===== src/rtl/framebuffer_reader_if.sv =====
// RAM read port and pixel stream of the framebuffer reader.
// master = reader side, slave = RAM/serializer side.
interface framebuffer_reader_if #(
  parameter int unsigned RAM_ADDR_WIDTH = 32,
  parameter int unsigned RAM_DATA_WIDTH = 16
);
  logic [RAM_ADDR_WIDTH-1:0] ram_addr;
  logic                      ram_read_enable;
  logic [RAM_DATA_WIDTH-1:0] ram_data;
  logic [RAM_DATA_WIDTH-1:0] pixel_data;
  logic                      pixel_valid;
  logic                      pixel_ready;

  modport master (
    output ram_addr, ram_read_enable, pixel_data, pixel_valid,
    input  ram_data, pixel_ready
  );

  modport slave (
    input  ram_addr, ram_read_enable, pixel_data, pixel_valid,
    output ram_data, pixel_ready
  );
endinterface


===== src/rtl/framebuffer_reader.sv =====
// Reads one image per slice_start from a ring of RAM slots and streams it out through a 2-entry FIFO.
// Optional statistics counters are built when FB_READER_STATS_EN is defined.
module framebuffer_reader #(
  parameter int unsigned RAM_ADDR_WIDTH = 32,
  parameter int unsigned RAM_DATA_WIDTH = 16,
  parameter int unsigned IMAGE_SIZE     = 3840,
  parameter int unsigned IMAGE_IN_RAM   = 3
) (
  input  logic                clk_i,
  input  logic                nrst_i,
  input  logic                stream_ready_i,
  input  logic [1:0]          writer_slot_i,
  input  logic                slice_start_i,
  output logic                slice_done_o,
  output logic                slot_repeat_o,
  output logic [15:0]         stat_repeats_o,
  output logic [15:0]         stat_dropped_starts_o,
  framebuffer_reader_if.master bus_io
);
  localparam int unsigned CntW = $clog2(IMAGE_SIZE + 1);

  typedef enum logic [1:0] {StIdle, StWait, StRead, StDrain} state_e;

  state_e                    state_q;
  logic [1:0]                slot_q;
  logic [RAM_ADDR_WIDTH-1:0] base_q;
  logic [CntW-1:0]           issue_q;
  logic                      inflight_q;
  logic [RAM_DATA_WIDTH-1:0] fifo_q [2];
  logic                      wr_ptr_q, rd_ptr_q;
  logic [1:0]                fifo_cnt_q;
  logic                      slice_done_q, slot_repeat_q;

  logic                      push, pop, rd_en, drained;
  logic [1:0]                next_slot;
  logic [RAM_ADDR_WIDTH-1:0] next_base;

  assign push = inflight_q;
  assign pop  = (fifo_cnt_q != 2'd0) && bus_io.pixel_ready;
  // Counting this cycle's pop as freed space sustains one pixel per cycle.
  assign rd_en = (state_q == StRead) &&
                 (({1'b0, fifo_cnt_q} + {2'b0, inflight_q} - {2'b0, pop}) < 3'd2);
  assign drained   = (state_q == StDrain) && (fifo_cnt_q == 2'd0) && !inflight_q;
  assign next_slot = (slot_q == 2'(IMAGE_IN_RAM - 1)) ? 2'd0 : slot_q + 2'd1;
  assign next_base = RAM_ADDR_WIDTH'(slot_q) * RAM_ADDR_WIDTH'(IMAGE_SIZE);

  always_ff @(posedge clk_i) begin
    if (!nrst_i) begin
      state_q       <= StIdle;
      slot_q        <= 2'd0;
      base_q        <= '0;
      issue_q       <= '0;
      inflight_q    <= 1'b0;
      fifo_q[0]     <= '0;
      fifo_q[1]     <= '0;
      wr_ptr_q      <= 1'b0;
      rd_ptr_q      <= 1'b0;
      fifo_cnt_q    <= 2'd0;
      slice_done_q  <= 1'b0;
      slot_repeat_q <= 1'b0;
    end else begin
      slice_done_q  <= 1'b0;
      slot_repeat_q <= 1'b0;
      inflight_q    <= rd_en;
      if (rd_en) issue_q <= issue_q + CntW'(1);
      if (push) begin
        fifo_q[wr_ptr_q] <= bus_io.ram_data;
        wr_ptr_q         <= ~wr_ptr_q;
      end
      if (pop) rd_ptr_q <= ~rd_ptr_q;
      fifo_cnt_q <= fifo_cnt_q + {1'b0, push} - {1'b0, pop};

      unique case (state_q)
        StIdle: if (stream_ready_i) state_q <= StWait;
        StWait: begin
          if (!stream_ready_i) begin
            state_q <= StIdle;
          end else if (slice_start_i && !slice_done_q) begin
            base_q  <= next_base;
            issue_q <= '0;
            state_q <= StRead;
          end
        end
        StRead: if (rd_en && issue_q == CntW'(IMAGE_SIZE - 1)) state_q <= StDrain;
        StDrain: begin
          if (drained) begin
            slice_done_q <= 1'b1;
            // Never step onto the slot the writer is filling.
            if (next_slot == writer_slot_i) slot_repeat_q <= 1'b1;
            else                            slot_q        <= next_slot;
            state_q <= stream_ready_i ? StWait : StIdle;
          end
        end
      endcase
    end
  end

  assign bus_io.ram_read_enable = rd_en;
  assign bus_io.ram_addr        = rd_en ? base_q + RAM_ADDR_WIDTH'(issue_q) : '0;
  assign bus_io.pixel_valid     = (fifo_cnt_q != 2'd0);
  assign bus_io.pixel_data      = (fifo_cnt_q != 2'd0) ? fifo_q[rd_ptr_q] : '0;
  assign slice_done_o           = slice_done_q;
  assign slot_repeat_o          = slot_repeat_q;

`ifdef FB_READER_STATS_EN
  logic [15:0] stat_repeats_q, stat_dropped_q;
  logic        drop;

  assign drop = slice_start_i &&
                ((state_q == StRead) || (state_q == StDrain) || slice_done_q);

  always_ff @(posedge clk_i) begin
    if (!nrst_i) begin
      stat_repeats_q <= 16'd0;
      stat_dropped_q <= 16'd0;
    end else begin
      if (slot_repeat_q && stat_repeats_q != 16'hFFFF) stat_repeats_q <= stat_repeats_q + 16'd1;
      if (drop && stat_dropped_q != 16'hFFFF)          stat_dropped_q <= stat_dropped_q + 16'd1;
    end
  end

  assign stat_repeats_o        = stat_repeats_q;
  assign stat_dropped_starts_o = stat_dropped_q;
`else
  assign stat_repeats_o        = 16'd0;
  assign stat_dropped_starts_o = 16'd0;
`endif
endmodule

===== src/flat_wrapper.sv =====
// flat-port wrapper written by rule: the top's interface ports become plain ports
module framebuffer_reader_flat 
#(
  parameter int unsigned RAM_ADDR_WIDTH = 32,
  parameter int unsigned RAM_DATA_WIDTH = 16,
  parameter int unsigned IMAGE_SIZE     = 3840,
  parameter int unsigned IMAGE_IN_RAM   = 3
)
  (clk_i, nrst_i, stream_ready_i, writer_slot_i, slice_start_i, slice_done_o, slot_repeat_o, stat_repeats_o, stat_dropped_starts_o, bus_io_ram_addr, bus_io_ram_read_enable, bus_io_pixel_data, bus_io_pixel_valid, bus_io_ram_data, bus_io_pixel_ready);
  framebuffer_reader_if #(.RAM_ADDR_WIDTH(RAM_ADDR_WIDTH), .RAM_DATA_WIDTH(RAM_DATA_WIDTH)) bus_io_i ();
  input  logic clk_i;
  input  logic nrst_i;
  input  logic stream_ready_i;
  input  logic [1:0] writer_slot_i;
  input  logic slice_start_i;
  output logic slice_done_o;
  output logic slot_repeat_o;
  output logic [15:0] stat_repeats_o;
  output logic [15:0] stat_dropped_starts_o;
  output wire logic [$bits(bus_io_i.ram_addr)-1:0] bus_io_ram_addr;
  output wire logic [$bits(bus_io_i.ram_read_enable)-1:0] bus_io_ram_read_enable;
  output wire logic [$bits(bus_io_i.pixel_data)-1:0] bus_io_pixel_data;
  output wire logic [$bits(bus_io_i.pixel_valid)-1:0] bus_io_pixel_valid;
  input wire logic [$bits(bus_io_i.ram_data)-1:0] bus_io_ram_data;
  input wire logic [$bits(bus_io_i.pixel_ready)-1:0] bus_io_pixel_ready;
  assign bus_io_ram_addr = bus_io_i.ram_addr;
  assign bus_io_ram_read_enable = bus_io_i.ram_read_enable;
  assign bus_io_pixel_data = bus_io_i.pixel_data;
  assign bus_io_pixel_valid = bus_io_i.pixel_valid;
  assign bus_io_i.ram_data = bus_io_ram_data;
  assign bus_io_i.pixel_ready = bus_io_pixel_ready;
  framebuffer_reader #(.RAM_ADDR_WIDTH(RAM_ADDR_WIDTH), .RAM_DATA_WIDTH(RAM_DATA_WIDTH), .IMAGE_SIZE(IMAGE_SIZE), .IMAGE_IN_RAM(IMAGE_IN_RAM)) u_core (.clk_i(clk_i), .nrst_i(nrst_i), .stream_ready_i(stream_ready_i), .writer_slot_i(writer_slot_i), .slice_start_i(slice_start_i), .slice_done_o(slice_done_o), .slot_repeat_o(slot_repeat_o), .stat_repeats_o(stat_repeats_o), .stat_dropped_starts_o(stat_dropped_starts_o), .bus_io(bus_io_i));
endmodule

===== config.mk =====
export PLATFORM = sky130hd
export DESIGN_NAME = framebuffer_reader_flat
export DESIGN_NICKNAME = d
export VERILOG_FILES = /design/src/rtl/framebuffer_reader_if.sv /design/src/rtl/framebuffer_reader.sv /design/src/flat_wrapper.sv
export SDC_FILE = /design/constraint.sdc
export NUM_CORES = 1
export LEC_CHECK = 0
export ABC_AREA = 1
export CAP_MARGIN = 20
export CELL_PAD_IN_SITES_DETAIL_PLACEMENT = 1
export CELL_PAD_IN_SITES_GLOBAL_PLACEMENT = 1
export CORE_MARGIN = 3
export CORE_UTILIZATION = 30
export CTS_CLUSTER_DIAMETER = 40
export DETAILED_ROUTE_END_ITERATION = 16
export PLACE_DENSITY_LB_ADDON = 0.1
export SETUP_SLACK_MARGIN = 0.02
export SLEW_MARGIN = 20
export SYNTH_ARGS = -nofsm -noshare
export SYNTH_HDL_FRONTEND = slang
export SYNTH_SLANG_ARGS = --single-unit

===== constraint.sdc =====
create_clock -name clk_i -period 2.6 [get_ports clk_i]
set_input_delay 0.52 -clock clk_i [delete_from_list [all_inputs] [get_ports clk_i]]
set_output_delay 0.52 -clock clk_i [all_outputs]
set_load 0.02 [all_outputs]

==> summary.txt, run 1 <==
Final layout
  • Share of cells above drive strength 1: 22.0%
  • # nets final: 577
  • Most frequent cells in the layout: 84 x nand2_1, 57 x nor2_1, 51 x inv_1
  • Area growth syn-to-layout: 41.9%
  • N_diodes: 0
  • Final Non-Filler Cells: 685
  • Most common cell after layout, fill and taps aside: nand2_1
  • Final core occ: 44.5%
  • Number of fill cells in the layout: 1356

Placement
  • Input/output buffers: 57
  • Gpl congestion: 0.754
  • Inst Count DP: 656
  • Dpl hpwl: 6.56 mm

Synth
  • Seq cells post-synth: 61
  • Syn Area/Cell: 7.85 um^2
  • Post-synth cell types: 29
  • Yosys Warn Count: 0
  • Post-synthesis cell area: 3480 um^2
  • Post-synthesis sequential area ratio: 44.3%
  • Syn Inst Count: 443

Global routing
  • Initial antenna violation count: 0
  • Total congestion overflow: 0
  • First-pass GRT wire length: 14.7 mm
  • Maximum number of pins on one net before global-route repair: 18
  • Vias in the first global route: 3032
  • Total track usage: 14.4%

STA
  • Max frequency: 318 MHz
  • Slew Limit Fails: 0
  • Final Skew: 0.00684 ns
  • Final worst-path setup slack: -0.541 ns
  • RSZ-0062 raised after global routing: yes
  • Min Hold Slack: 0.463 ns
  • Final Critical Period: 3.14 ns
  • Final period util: 121%
  • Endpoints failing hold: 0
  • Final setup viols: 20

Clock tree
  • CTS sink cnt: 61
  • Max clock buf depth: 2
  • Worst-Skew Late Latency: 0.32 ns
  • Clock input transition at the sequential cells of the worst setup and hold paths: 0.05 ns
  • CTS H-tree depth: 3
  • CTS tree: yes
  • CTS buffer count: 9
  • Root Buffer: clkbuf_16
  • Hold Buf Count CTS: 0

Power and ir drop
  • Internal cell power: 2130 uW
  • Switching portion of total power: 28.0%
  • Pwr Density: 601 nW/um^2
  • Sw Pwr: 829 uW
  • Peak supply drop: 316 uV
  • Leak: 0.00209 uW
  • Gate power share: 20.4%
  • Reg power frac: 37.0%
  • Clock network power share: 42.6%

Setup path
  • FF-to-FF Start: u_core.fifo_cnt_q[1]$_SDFF_PN0_
  • Crit path max fanout: 4
  • CP Launch Point: u_core.fifo_cnt_q[1]$_SDFF_PN0_
  • Crit. End Element: primary output
  • Worst Setup Path Type: reg2out
  • WP data arrival: 2.62 ns
  • R2R Setup Slk: -0.04 ns
  • CP Data Required Time: 2.08 ns
  • CP Launch Type: flop

Drt
  • Final WL: 9.10 mm
  • Drt drc: 0
  • Drt first-iter violations: 65
  • Drt via density: 4.26
  • WL per Instance: 13.3 um
  • Final ANT Viol Nets: 0
  • DR pass1 iterations: 4
  • Via Count: 2915

Floorplanning
  • Initial core utilization: 31.4%
  • Die W: 114 um
  • Die area: 12900 um^2
  • Die H: 114 um
  • Core area: 11100 um^2
  • Rows: 38
  • IO Pins: 107

Min path
  • Hold_sp: u_core.rd_ptr_q$_SDFFE_PN0P_
  • HP Class: reg2reg

Job
  • Max-cap violations: 0

Status
  • Status: finished, violations left
  • Failing checks: negative setup slack
==> cell families after synthesis <==
family / count (synthesis) / synth area share, %
AOI/OAI and AO/OA: 51 / 7.49
xor gates and xnor gates: 5 / 1.26
adders and majority gates: 14 / 5.47
buffers and inverters: 118 / 18.5
DFF: 61 / 44.3
other: 1 / 0.108
and+or+nand+nor: 193 / 22.9
==> metrics by stage <==
stage / setup slack (ns) / setup TNS (ns) / total power [uW] / cell area [um^2]
floorplan: -0.221 / -2.94 / 1500 / 3830
global placement: -1.18 / -23.12 / 1660 / 4380
detailed placement: -1.24 / -24.29 / 1670 / 4380
CTS: -0.558 / -7.05 / 2980 / 4840
global route: -0.651 / -10.42 / 3110 / 4930
finish: -0.541 / -6.85 / 2960 / 4930
==> power by group through the flow <==
stage,clock network (uW),logic (uW),registers (uW)
after global placement,0,548,1110
after floorplan,0,398,1110
after detailed placement,0,555,1110
final,1260,604,1100
after global routing,1340,667,1100
after CTS,1300,591,1090
==> flip-flops by register name (all words and copies together) (netlist names), named ones only <==
signal                cells
u_core.state_q            1
u_core.issue_q           12
u_core.base_q             5
u_core.slot_q             2
u_core.fifo_q            32
u_core.wr_ptr_q           1
u_core.fifo_cnt_q         2
u_core.rd_ptr_q           1
u_core.slot_repeat_o      1
u_core.slice_done_o       1
u_core.inflight_q         1
==> cell usage after synthesis <==
| cell type | n | share of area (%) |
|---|---|---|
| fa_1 | 2 | 1.2 |
| nand4_1 | 5 | 0.90 |
| buf_6 | 1 | 0.32 |
| o21ai_1 | 2 | 0.29 |
| inv_2 | 1 | 0.11 |
| xor2_1 | 2 | 0.50 |
| buf_4 | 49 | 11 |
| ha_1 | 12 | 4.3 |
| edfxtp_1 | 32 | 28 |
| buf_2 | 5 | 0.72 |
| clkbuf_1 | 5 | 0.54 |
| o211ai_1 | 1 | 0.22 |
| nand3_1 | 16 | 2.3 |
| and3_1 | 1 | 0.18 |
| conb_1 | 1 | 0.11 |
| nor3_1 | 5 | 0.72 |
| a21oi_1 | 35 | 5.0 |
| xnor2_1 | 3 | 0.76 |
| nand3_2 | 1 | 0.29 |
| nor2_1 | 70 | 7.6 |
| clkinv_2 | 1 | 0.14 |
| nor2_4 | 1 | 0.32 |
| o21ai_0 | 12 | 1.7 |
| nand2_4 | 1 | 0.32 |
| nor2_2 | 3 | 0.54 |
| nand2_1 | 90 | 9.7 |
| inv_1 | 56 | 6.0 |
| dfxtp_1 | 29 | 17 |
| o21bai_1 | 1 | 0.22 |
==> final timing paths <==
| path | to | cells after the start |
|---|---|---|
| max reg2reg | u_core.issue_q[4]$_SDFF_PN0_ | 18 |
| max | bus_io_ram_read_enable | 16 |
| min reg2reg | u_core.rd_ptr_q$_SDFFE_PN0P_ | 1 |
| min | u_core.rd_ptr_q$_SDFFE_PN0P_ | 1 |
==> critical path, cell delays in order, from the launching register on <==
cell	delay (ns)
dfxtp_2	0.33
nor2_4	0.11
inv_2	0.05
nand2_2	0.05
inv_2	0.05
ha_4	0.26
inv_4	0.03
ha_4	0.15
fa_2	0.55
buf_6	0.10
inv_2	0.03
nand2_2	0.07
nor2_4	0.06
buf_4	0.15
buf_6	0.10
buf_6	0.10
buf_6	0.12
==> what timing repair did <==
action                     4_1_cts  5_1_grt
resized for setup              112       17
pin swaps                        8        5
setup buffers                    9        6
setup endpoints to repair       28       38
==> final cells by class <==
class	count	area (um^2)	share of cell area, %
inverters	58	225	4.57
multi-input cells	312	1700	34.4
well taps	140	175	3.55
clock buffers	9	225	4.57
clock inverters	7	90.1	1.83
flip-flops and latches	61	1540	31.3
repair buffers	98	976	19.8
==> routing by layer <==
layer  track usage [%]  vias to the layer above  part of all wire (%)
met5                 0                        -                     0
met4              4.41                        0                  0.96
met3              3.13                        5                   3.5
met2              26.1                       53                    52
met1              16.9                     1367                    43
li1                  -                     1490                     -
Note: power is estimated with default switching activity, not from simulation.
==> run 2: changes to the inputs <==
CELL_PAD_IN_SITES_GLOBAL_PLACEMENT = 2   (was 1)
CORE_UTILIZATION = 24   (was 30)
==> summary.txt, run 2 (synthesis results as in run 1) <==
Placement
  • Input/output buffers: 57 (unchanged)
  • Worst slack at placement: -1.15 ns (+0.0962 ns)
  • Placed Area: 4390 um^2 (+0.23%)
  • Gpl congestion: 0.716 (-5.1%)
  • Dpl hpwl: 6.78 mm (+3.3%)

Global routing
  • First-pass GRT wire length: 15.0 mm (+1.7%)
  • Total track usage: 11.9% (-2.5 points)
  • Total congestion overflow: 0 (unchanged)
  • Vias in the first global route: 3075 (+1.4%)
  • Maximum number of pins on one net before global-route repair: 18 (unchanged)
  • Initial antenna violation count: 0 (unchanged)

Final layout
  • Biggest register: u_core.fifo_q
  • Most frequent cells in the layout: 83 x nand2_1, 57 x nor2_1, 51 x inv_1
  • Non-Filler Cell Area, Final: 4900 um^2 (-0.63%)
  • Most common cell after layout, fill and taps aside: nand2_1
  • Largest registers: u_core.fifo_q (32), u_core.issue_q (12), u_core.base_q (5)
  • N_diodes: 0 (unchanged)
  • Max reg flops: 32 (unchanged)
  • # nets final: 571 (-1.0%)
  • Share of cells above drive strength 1: 20.2% (-1.8 points)
  • Area growth syn-to-layout: 41.0%

Drt
  • Final ANT Viol Nets: 0 (unchanged)
  • DR pass1 iterations: 4 (unchanged)
  • WL per Instance: 12.7 um (-4.2%)
  • Drt drc: 0 (unchanged)
  • Final WL: 9.15 mm (+0.55%)
  • Via Count: 2948 (+1.1%)
  • Drt via density: 4.10 (-3.7%)
  • Drt first-iter violations: 107 (+65%)

Job
  • Max-cap violations: 0 (unchanged)

Floorplanning
  • IO Pins: 107 (unchanged)
  • Die area: 16000 um^2 (+24%)
  • Die W: 126 um (+11%)
  • Core area: 14000 um^2 (+27%)
  • Die H: 126 um (+11%)
  • Initial core utilization: 24.8% (-6.6 points)
  • Rows: 43 (+13%)

STA
  • Final setup viols: 17 (-15%)
  • Endpoints failing hold: 0 (unchanged)
  • Max frequency: 323 MHz (+1.6%)
  • Final Critical Period: 3.09 ns (-0.0496 ns)
  • Final worst-path setup slack: -0.492 ns (+0.0496 ns)
  • Setup_tns: -7.01 ns (-0.160 ns)
  • Min Hold Slack: 0.464 ns (+0.00147 ns)
  • Final period util: 119% (-1.9 points)
  • Final Skew: 0.00537 ns (-0.00146 ns)
  • RSZ-0062 raised after global routing: yes
  • Slew Limit Fails: 0 (unchanged)

Power and ir drop
  • Pwr Density: 625 nW/um^2 (+3.9%)
  • Peak supply drop: 219 uV (-31%)
  • Leak: 0.00206 uW (-1.3%)

Clock tree
  • Clock input transition at the sequential cells of the worst setup and hold paths: 0.06 ns (about the same)
  • Root Buffer: clkbuf_16
  • Worst-Skew Late Latency: 0.33 ns (about the same)
  • CTS tree: yes
  • Max clock buf depth: 2 (unchanged)
  • CTS buffer count: 9 (unchanged)
  • Hold Buf Count CTS: 0 (unchanged)
  • CTS sink cnt: 61 (unchanged)
  • CTS H-tree depth: 3 (unchanged)

Setup path
  • Crit-path max cell delay: 0.48 ns (-0.07 ns)
  • WP data arrival: 2.57 ns (-0.05 ns)
  • CP Launch Type: flop
  • FF-to-FF Start: u_core.fifo_cnt_q[0]$_SDFF_PN0_
  • RR Endpoint: u_core.issue_q[6]$_SDFF_PN0_
  • Number of cells on the worst reg-to-reg path: 17 (-1)
  • Worst Setup Path Type: reg2out
  • Slowest CP cell: fa_2
  • Most used cell, CP: inv_2
  • CP Data Required Time: 2.08 ns (about the same)
  • Crit path max fanout: 5 (+1)
  • R2R Setup Slk: 0 ns (+0.04 ns)
  • CP Launch Point: u_core.fifo_cnt_q[0]$_SDFF_PN0_
  • Crit. End Element: primary output
  • CP Capture Point: bus_io_ram_addr[10]
  • Crit-path cells: nor2_4, inv_2, nand2_2, inv_2, ha_4, inv_2, ha_4, fa_2, nor3_2, nand2_2, buf_12, nor3_4, buf_6

Status
  • Failing checks: negative setup slack
  • Status: finished, violations left

Min path
  • HP Class: reg2reg
  • Worst Hold Depth: 1 (unchanged)
-- run 2: worst min path at each step --
stage | startpoint | end | slack [ns]
2_1_floorplan | u_core.rd_ptr_q$_SDFFE_PN0P_ | flop | 0.43
3_3_place_gp | u_core.rd_ptr_q$_SDFFE_PN0P_ | u_core.rd_ptr_q$_SDFFE_PN0P_ | 0.44
3_5_place_dp | u_core.rd_ptr_q$_SDFFE_PN0P_ | flop | 0.45
4_1_cts | u_core.rd_ptr_q$_SDFFE_PN0P_ | flop | 0.46
5_1_grt | u_core.rd_ptr_q$_SDFFE_PN0P_ | flop | 0.49
6_report | u_core.rd_ptr_q$_SDFFE_PN0P_ | flop | 0.46
-- run 2: timing repair --
| item | 4_1_cts | 5_1_grt |
|---|---|---|
| gates resized for setup | 109 | 9 |
| pin swaps | 13 | 14 |
| gates cloned | 2 | 0 |
| buffers inserted | 6 | 4 |
| setup endpoints to repair | 25 | 29 |
-- run 2: worst max-delay path, delay by kind of cell (launching register included) --
| family | cells | cell delay [ns] |
|---|---|---|
| adders and majority gates | 3 | 0.88 |
| buffers and inverters | 5 | 0.46 |
| DFF | 1 | 0.33 |
| and+or+nand+nor | 5 | 0.57 |
-- run 2: layout make-up --
class	count	area [um^2]
Inverter	58	219
Multi-Input combinational cell	312	1670
Timing Repair Buffer	92	896
Clock inverter	6	110
Clock buffer	10	239
Sequential cell	61	1540
Tap cell	180	225
Fill cell	1668	9140
-- run 2: metrics by stage --
| step | total power [uW] | instances | util [%] |
|---|---|---|---|
| after floorplan | 1500 | 491 | - |
| final | 3060 | 719 | 34.9 |
| after global routing | 3220 | 719 | 34.9 |
| after detailed placement | 1660 | 694 | 31.3 |
| after CTS | 3130 | 718 | 34.9 |
| after global placement | 1660 | 694 | 31.3 |
-- run 2: power by group --
group | switching, uW | total (uW) | internal (uW)
clock network | 437 | 1400 | 960
logic | 357 | 571 | 214
registers | 32.0 | 1090 | 1060
total | 826 | 3060 | 2230
-- run 2: per-layer routing --
| metal | vias up | track usage (%) | wire [um] |
|---|---|---|---|
| li1 | 1480 | - | - |
| met1 | 1396 | 13.5 | 3920 |
| met2 | 64 | 20.8 | 4680 |
| met3 | 8 | 4.21 | 438 |
| met4 | 0 | 4.10 | 119 |
| met5 | - | 0 | 0 |
